--- src/rtl/pipes_pkg.sv ---
`default_nettype none
// +----------------------------------------------------------------------------+
// | Package   : pipes_pkg                                                      |
// | Purpose   : Types and constants shared by the pipeline blocks: the operand |
// |             select encodings, the operand-issue entry struct and the       |
// |             default number of bypass channels.                             |
// | Revision  : 1.0 - initial release                                          |
// +----------------------------------------------------------------------------+
package pipes_pkg;

   // Default number of bypass channels into operand issue.
   localparam int NBYP_DEFAULT = 2;

   // Widest datapath an operand_issue entry can hold. Narrower XLEN
   // instances keep their data in the low bits.
   localparam int OI_XLEN_MAX = 64;

   typedef enum logic [1:0] {
      OPA_REG  = 2'd0,
      OPA_PC   = 2'd1,
      OPA_ZERO = 2'd2
   } opa_sel_t;

   typedef enum logic [1:0] {
      OPB_REG  = 2'd0,
      OPB_IMM  = 2'd1,
      OPB_FOUR = 2'd2
   } opb_sel_t;

   typedef struct packed {
      logic [OI_XLEN_MAX-1:0] srca;
      logic [OI_XLEN_MAX-1:0] srcb;
      logic [OI_XLEN_MAX-1:0] stdata;
   } oi_entry_t;

endpackage
`default_nettype wire

--- src/rtl/bypass_sel.sv ---
`default_nettype none
// +----------------------------------------------------------------------------+
// | Module    : bypass_sel                                                     |
// | Purpose   : Combinational per-operand forwarding. Picks the result of the  |
// |             youngest (lowest-numbered) valid bypass channel whose          |
// |             destination matches the source index; x0 is never forwarded.   |
// | Macro     : OPERAND_BYPASS_EN - when undefined the bypass inputs are       |
// |             ignored and the register-file value passes straight through.  |
// | Ports     : idx        in  5           source register index               |
// |             rf_data    in  XLEN        register-file read data             |
// |             byp_valid  in  NBYP        bypass channel valid                |
// |             byp_rd     in  NBYP x 5    bypass destination index            |
// |             byp_data   in  NBYP x XLEN bypass result                       |
// |             fwd_data   out XLEN        forwarded operand value             |
// | Revision  : 1.0 - initial release                                          |
// +----------------------------------------------------------------------------+
module bypass_sel #(
   parameter int XLEN = 64,
   parameter int NBYP = 2
) (
   input  logic [4:0]                idx,
   input  logic [XLEN-1:0]           rf_data,
   input  logic [NBYP-1:0]           byp_valid,
   input  logic [NBYP-1:0][4:0]      byp_rd,
   input  logic [NBYP-1:0][XLEN-1:0] byp_data,
   output logic [XLEN-1:0]           fwd_data
);

`ifdef OPERAND_BYPASS_EN
   logic hit;

   // Channels are scanned from youngest to oldest; the first match wins.
   always_comb begin
      fwd_data = rf_data;
      hit      = 1'b0;
      for (int i = 0; i < NBYP; i++) begin
         if (!hit && (idx != 5'd0) && byp_valid[i] && (byp_rd[i] == idx)) begin
            fwd_data = byp_data[i];
            hit      = 1'b1;
         end
      end
   end
`else
   logic unused_byp;
   assign unused_byp = ^{idx, byp_valid, byp_rd, byp_data};
   assign fwd_data   = rf_data;
`endif

endmodule
`default_nettype wire

--- src/rtl/operand_issue.sv ---
`default_nettype none
// +----------------------------------------------------------------------------+
// | Module    : operand_issue                                                  |
// | Purpose   : Forwards rs1/rs2, selects ALU operands A/B and store data in   |
// |             the accept cycle, and registers them into a two-entry          |
// |             (output + skid) buffer. One cycle of latency; in_ready depends |
// |             only on registered state.                                      |
// | Macro     : OPERAND_BYPASS_EN - enables forwarding from the byp_* ports.   |
// | Ports     : clk, reset (async, active-low), flush                          |
// |             in_valid/in_ready, in_pc, in_rs1, in_rs2, in_r1, in_r2,        |
// |             in_imm, in_sela, in_selb          - upstream instruction       |
// |             byp_valid, byp_rd, byp_data       - bypass channels (0 = young)|
// |             out_valid/out_ready, out_srca, out_srcb, out_stdata - operands |
// | Revision  : 1.0 - initial release                                          |
// +----------------------------------------------------------------------------+
module operand_issue
   import pipes_pkg::*;
#(
   parameter int XLEN = 64,              // must not exceed OI_XLEN_MAX
   parameter int NBYP = NBYP_DEFAULT
) (
   input  logic                      clk,
   input  logic                      reset,
   input  logic                      flush,
   input  logic                      in_valid,
   output logic                      in_ready,
   input  logic [XLEN-1:0]           in_pc,
   input  logic [4:0]                in_rs1,
   input  logic [4:0]                in_rs2,
   input  logic [XLEN-1:0]           in_r1,
   input  logic [XLEN-1:0]           in_r2,
   input  logic [XLEN-1:0]           in_imm,
   input  opa_sel_t                  in_sela,
   input  opb_sel_t                  in_selb,
   input  logic [NBYP-1:0]           byp_valid,
   input  logic [NBYP-1:0][4:0]      byp_rd,
   input  logic [NBYP-1:0][XLEN-1:0] byp_data,
   output logic                      out_valid,
   input  logic                      out_ready,
   output logic [XLEN-1:0]           out_srca,
   output logic [XLEN-1:0]           out_srcb,
   output logic [XLEN-1:0]           out_stdata
);

   logic [XLEN-1:0] rs1_fwd;
   logic [XLEN-1:0] rs2_fwd;
   oi_entry_t       new_entry;
   logic            accept;

   logic      out_valid_q,  out_valid_d;
   logic      skid_valid_q, skid_valid_d;
   oi_entry_t out_entry_q,  out_entry_d;
   oi_entry_t skid_entry_q, skid_entry_d;

   bypass_sel #(.XLEN(XLEN), .NBYP(NBYP)) u_byp_rs1 (
      .idx       (in_rs1),
      .rf_data   (in_r1),
      .byp_valid (byp_valid),
      .byp_rd    (byp_rd),
      .byp_data  (byp_data),
      .fwd_data  (rs1_fwd)
   );

   bypass_sel #(.XLEN(XLEN), .NBYP(NBYP)) u_byp_rs2 (
      .idx       (in_rs2),
      .rf_data   (in_r2),
      .byp_valid (byp_valid),
      .byp_rd    (byp_rd),
      .byp_data  (byp_data),
      .fwd_data  (rs2_fwd)
   );

   // Operand selection for the instruction presented this cycle.
   always_comb begin
      new_entry        = '0;
      new_entry.stdata = OI_XLEN_MAX'(rs2_fwd);
      case (in_sela)
         OPA_REG: new_entry.srca = OI_XLEN_MAX'(rs1_fwd);
         OPA_PC:  new_entry.srca = OI_XLEN_MAX'(in_pc);
         default: new_entry.srca = '0;
      endcase
      case (in_selb)
         OPB_REG:  new_entry.srcb = OI_XLEN_MAX'(rs2_fwd);
         OPB_IMM:  new_entry.srcb = OI_XLEN_MAX'(in_imm);
         OPB_FOUR: new_entry.srcb = OI_XLEN_MAX'(4);
         default:  new_entry.srcb = '0;
      endcase
   end

   // Ready only while the skid slot is free, so the upstream never sees
   // out_ready combinationally.
   assign in_ready = ~skid_valid_q;
   assign accept   = in_valid & in_ready & ~flush;

   always_comb begin
      out_valid_d  = out_valid_q;
      out_entry_d  = out_entry_q;
      skid_valid_d = skid_valid_q;
      skid_entry_d = skid_entry_q;

      if (flush) begin
         out_valid_d  = 1'b0;
         out_entry_d  = '0;
         skid_valid_d = 1'b0;
         skid_entry_d = '0;
      end else if (!out_valid_q || out_ready) begin
         // Output slot drains (or is empty): older skid entry first. When the
         // skid slot is full, accept is low, so no entry can be lost here.
         if (skid_valid_q) begin
            out_valid_d  = 1'b1;
            out_entry_d  = skid_entry_q;
            skid_valid_d = 1'b0;
            skid_entry_d = '0;
         end else if (accept) begin
            out_valid_d  = 1'b1;
            out_entry_d  = new_entry;
         end else begin
            out_valid_d  = 1'b0;
            out_entry_d  = '0;
         end
      end else if (accept) begin
         // Output stalled: park the new entry behind it.
         skid_valid_d = 1'b1;
         skid_entry_d = new_entry;
      end
   end

   always_ff @(posedge clk or negedge reset) begin
      if (!reset) begin
         out_valid_q  <= 1'b0;
         out_entry_q  <= '0;
         skid_valid_q <= 1'b0;
         skid_entry_q <= '0;
      end else begin
         out_valid_q  <= out_valid_d;
         out_entry_q  <= out_entry_d;
         skid_valid_q <= skid_valid_d;
         skid_entry_q <= skid_entry_d;
      end
   end

   assign out_valid  = out_valid_q;
   assign out_srca   = out_valid_q ? out_entry_q.srca[XLEN-1:0]   : '0;
   assign out_srcb   = out_valid_q ? out_entry_q.srcb[XLEN-1:0]   : '0;
   assign out_stdata = out_valid_q ? out_entry_q.stdata[XLEN-1:0] : '0;

endmodule
`default_nettype wire

--- config.mk ---
export PLATFORM = sky130hd
export DESIGN_NAME = operand_issue
export DESIGN_NICKNAME = d
export VERILOG_FILES = /design/src/rtl/pipes_pkg.sv /design/src/rtl/bypass_sel.sv /design/src/rtl/operand_issue.sv
export SDC_FILE = /design/constraint.sdc
export NUM_CORES = 1
export LEC_CHECK = 0
export CORE_AREA = 4 4 237 239
export DETAILED_ROUTE_END_ITERATION = 8
export DIE_AREA = 0 0 241 243
export MAX_ROUTING_LAYER = met4
export PLACE_DENSITY = 0.69
export SYNTH_ARGS = -nofsm -noshare
export SYNTH_HDL_FRONTEND = slang
export SYNTH_SLANG_ARGS = --single-unit
--- constraint.sdc ---
create_clock -name clk -period 2.7 [get_ports clk]
set_clock_uncertainty 0.2 [all_clocks]
set_input_delay 0.54 -clock clk [delete_from_list [all_inputs] [get_ports clk]]
set_output_delay 0.54 -clock clk [all_outputs]
set_load 0.1 [all_outputs]
==> run summary <==
The cell with the largest stage delay on the worst path is dfrtp_4. The total number of clock tree sinks is between 300 and 400. The count of nets after finishing came out at about 2500. The transition at the pin with the smallest max-transition slack came out at 775 ps. The average wire per cell in the routed design is roughly 23 um. The biggest area contributor in the post-synthesis netlist is dfrtp_1.

Routability-driven placement finished with a final weighted congestion of 0.802. The buffers inserted during post-CTS setup optimization came out at 0. The largest fanout on the critical path is slightly above 90.

The pin count of the biggest net entering global routing came out at just over 100. The area added between synthesis and finish came out at 48.7%. On the worst path, the slowest cell contributes a delay of 490 ps. The number of antenna violations at the first check in global routing is 4.

For this design the ratio of total power to cell area is between 500 and 600 nW/um2. The first detailed-routing pass ran for 6 iterations. The share of the synthesized area in the top cell type is 50.6%.

The clock passes through at most 3 buffers. Setup repair after global routing could not meet its margin everywhere. STA classifies the critical path startpoint as a register.

The final count of hold timing violations was 0. The category of the most critical setup path is reg -> out. After clock tree synthesis, the clock-pin slew on the worst setup and hold paths is roughly 60 ps. The number of maximum-capacitance violations came out at 0. The die boundary width came out at roughly 240 um. The floorplan core area came out at approximately 54000 um2. The number of vias per cell after detailed routing is roughly 5.6. The count of final max-slew check failures is 0. The data arrival time of the worst path is approximately 1900 ps. The vertical extent of the die is 243 um. The HPWL after detailed placement is between 40000 and 50000 um. The kind of cell adding the most delay to the critical path is flip-flops. The sum of routed wire length over all layers is between 60000 and 70000 um. The full die area came out at between 50000 and 60000 um2. Dividing the synthesized area by the synthesized cell count gives ~11 um2. The number of fill cells in the layout came out at approximately 4500. The post-route antenna net violation count came out at 0. The gate count of the mapped netlist is approximately 1700. The worst setup path is captured at an output port. The timing-limited maximum frequency is approximately 380 MHz.

In the final layout, the share of cells above drive strength 1 is between 20% and 30%. In this run the count of I/O pins placed on the die edge is between 600 and 700. The number of setup violations in the final report came out at 0. Sorting the synthesized cells by area gives the leading types as dfrtp_1 51%, a221o_1 10%, mux2i_1 10%. The run finished with clean final reports. The min-delay analysis places its worst path in the category in -> reg. TritonCTS built the clock tree.

The required time of the critical path came out at roughly 2000 ps. The number of buffers inserted by port buffering came out at ~460. The number of H-tree levels is 2. The count of vias placed by the detailed router is around 16000. The shortest clock period the worst path allows after layout is between 2000 and 3000 ps. The insertion delay of the later-clocked pin in the worst-skew pair is about 560 ps.

The floorplan has 85 rows. The number of buffers created by CTS came out at 43. The via count of the first global-routing pass came out at roughly 17000. The signal on the critical path passes through buf_16, and2_2, buf_12. Yosys mapped the design onto 26 distinct sky130hd cell types. The synthesized netlist occupies a cell area of approximately 19000 um2. The global-route wire length before repair is a little over 100000 um. The number of warnings issued by yosys came out at 0. The leakage power of the design came out at about 0.013 uW. The headroom to the max-slew limit is 48.3%.

The buffers plus inverters on the worst setup path came out at 2. The starting density of the core came out at a little over a third. The worst vdd rail ir drop came out at approximately 420 uV. Counting every net in the synthesized netlist gives 2153.

The cell count after placement came out at around 2800. In this run the clock root is driven by a clkbuf_16. The total routing usage reported by global routing is around 22%. Sequential elements use approximately 50% of the synthesized area. In this run the cell area measured after placement is 26900 um2. The finished cells cover 28400 um2. The final period utilization came out at a little over nine tenths. The residual overflow from global routing came out at 0. The final instance count without filler cells is roughly 2900. The number of flip-flops and latches in the synthesized netlist came out at roughly 390. The number of design rule violations left after detail routing is 0. The DRC violation total after the first TritonRoute iteration is approximately 1200.
==> Yosys cell counts <==
master,number
nand2b_1,66
nor2_1,128
buf_1,1
a22o_1,127
a21oi_1,1
buf_4,16
a21o_1,2
and3_1,191
nor3_1,2
o21ai_0,1
nand3b_1,1
o2bb2ai_1,1
a32oi_1,1
and2_1,193
and3b_1,1
nor3b_2,1
and4bb_1,1
mux2i_1,191
clkbuf_1,97
dfrtp_1,386
nand2_1,65
buf_2,70
a211oi_1,1
a221o_1,191
nor2b_1,2
inv_1,1
==> repair_timing <==
action                                  in CTS  in global routing
gates resized for setup                      0                  2
hold endpoints to repair                    61                  0
endpoints found under the setup margin       0                 16
hold buffers                                 1                  0
==> layer usage <==
metal	global-route usage [%]	up-vias	routed length [um]	share of wire, %
li1	-	7142	-	-
met1	29.4	8072	28100	43
met2	34.6	675	30300	46
met3	5.65	102	5470	8.4
met4	6.09	0	1560	2.4
met5	-	-	0	0
==> final cells by class <==
cell class                 count  area, um2  area share [%]
antenna                        4       10.0          0.0353
clock buffer                  60       1220            4.30
clock inverter                18        269           0.948
inverter                       1       3.75          0.0132
multi-input combinational   1167       8860            31.2
sequential                   386       9660            34.0
tap                          696        871            3.07
timing repair buffer         533       7480            26.4
==> final timing paths <==
path                                               startpoint                             to  slack (ps)  depth (start not counted)
worst max register to register          out_valid$_DFFE_PN0N_    out_entry_q[45]$_DFFE_PN0N_         640                          4
worst min register to register  skid_entry_q[146]$_DFFE_PN0P_  skid_entry_q[146]$_DFFE_PN0P_         290                          1
max in group asynchronous                               reset   skid_entry_q[15]$_DFFE_PN0P_        1130                          3
worst max-delay path                    out_valid$_DFFE_PN0N_                 out_stdata[58]          70                          3
min in group asynchronous                               reset   out_entry_q[161]$_DFFE_PN0N_         390                          2
worst min-delay path                                    flush          out_valid$_DFFE_PN0N_         140                          2
==> cell usage in the layout (no fill, tap or decap), drive strengths merged, types with 5 or more instances in the layout <==
cell           instances
a221o                191
a22o                 127
and2                 193
and3                 191
buf                  274
bufinv                 6
clkbuf                60
clkdlybuf4s50        258
clkinv                 5
dfrtp                386
mux2i                191
nand2                 65
nand2b                66
nor2                 128
==> through the flow <==
step / TNS [ps] / hold slack (ps) / setup WS, ps / utilization, % / power [uW]
2_1_floorplan: 0 / 44.4 / 187 / - / 7160
3_3_place_gp: 0 / 273 / 48.9 / 49.9 / 8290
4_1_cts: 0 / 109 / 30.1 / 52.7 / 14600
3_5_place_dp: 0 / 273 / 6.31 / 49.9 / 8320
6_report: 0 / 144 / 73.1 / 52.7 / 14400
5_1_grt: -32.6 / 163 / -13.2 / 52.7 / 14900
==> worst register-to-register path: stages (launching register included) <==
cell and delay, ps:
dfrtp_4 530, nand2b_4 170, and3b_4 510, buf_12 340, a221o_1 260
==> power by group <==
part	internal [uW]	total [uW]	leakage [uW]	switching (uW)
Sequential	5930	6010	0.00532	83.9
Combinational	948	2200	0.00737	1260
Clock	3740	6210	0.000717	2470
Total	10600	14400	0.0134	3810
==> registers in the layout (all words and copies together), names as in the netlist <==
register      count
out_entry_q     192
out_valid         1
skid_valid_q      1
skid_entry_q    192
==> cells by family after synthesis <==
logic type      synth area share (%)
compound gates                  16.1
buf+inv                         4.41
flops                           50.6
mux                             10.0
simple gates                    18.9
(Power assumes the default switching activity.)
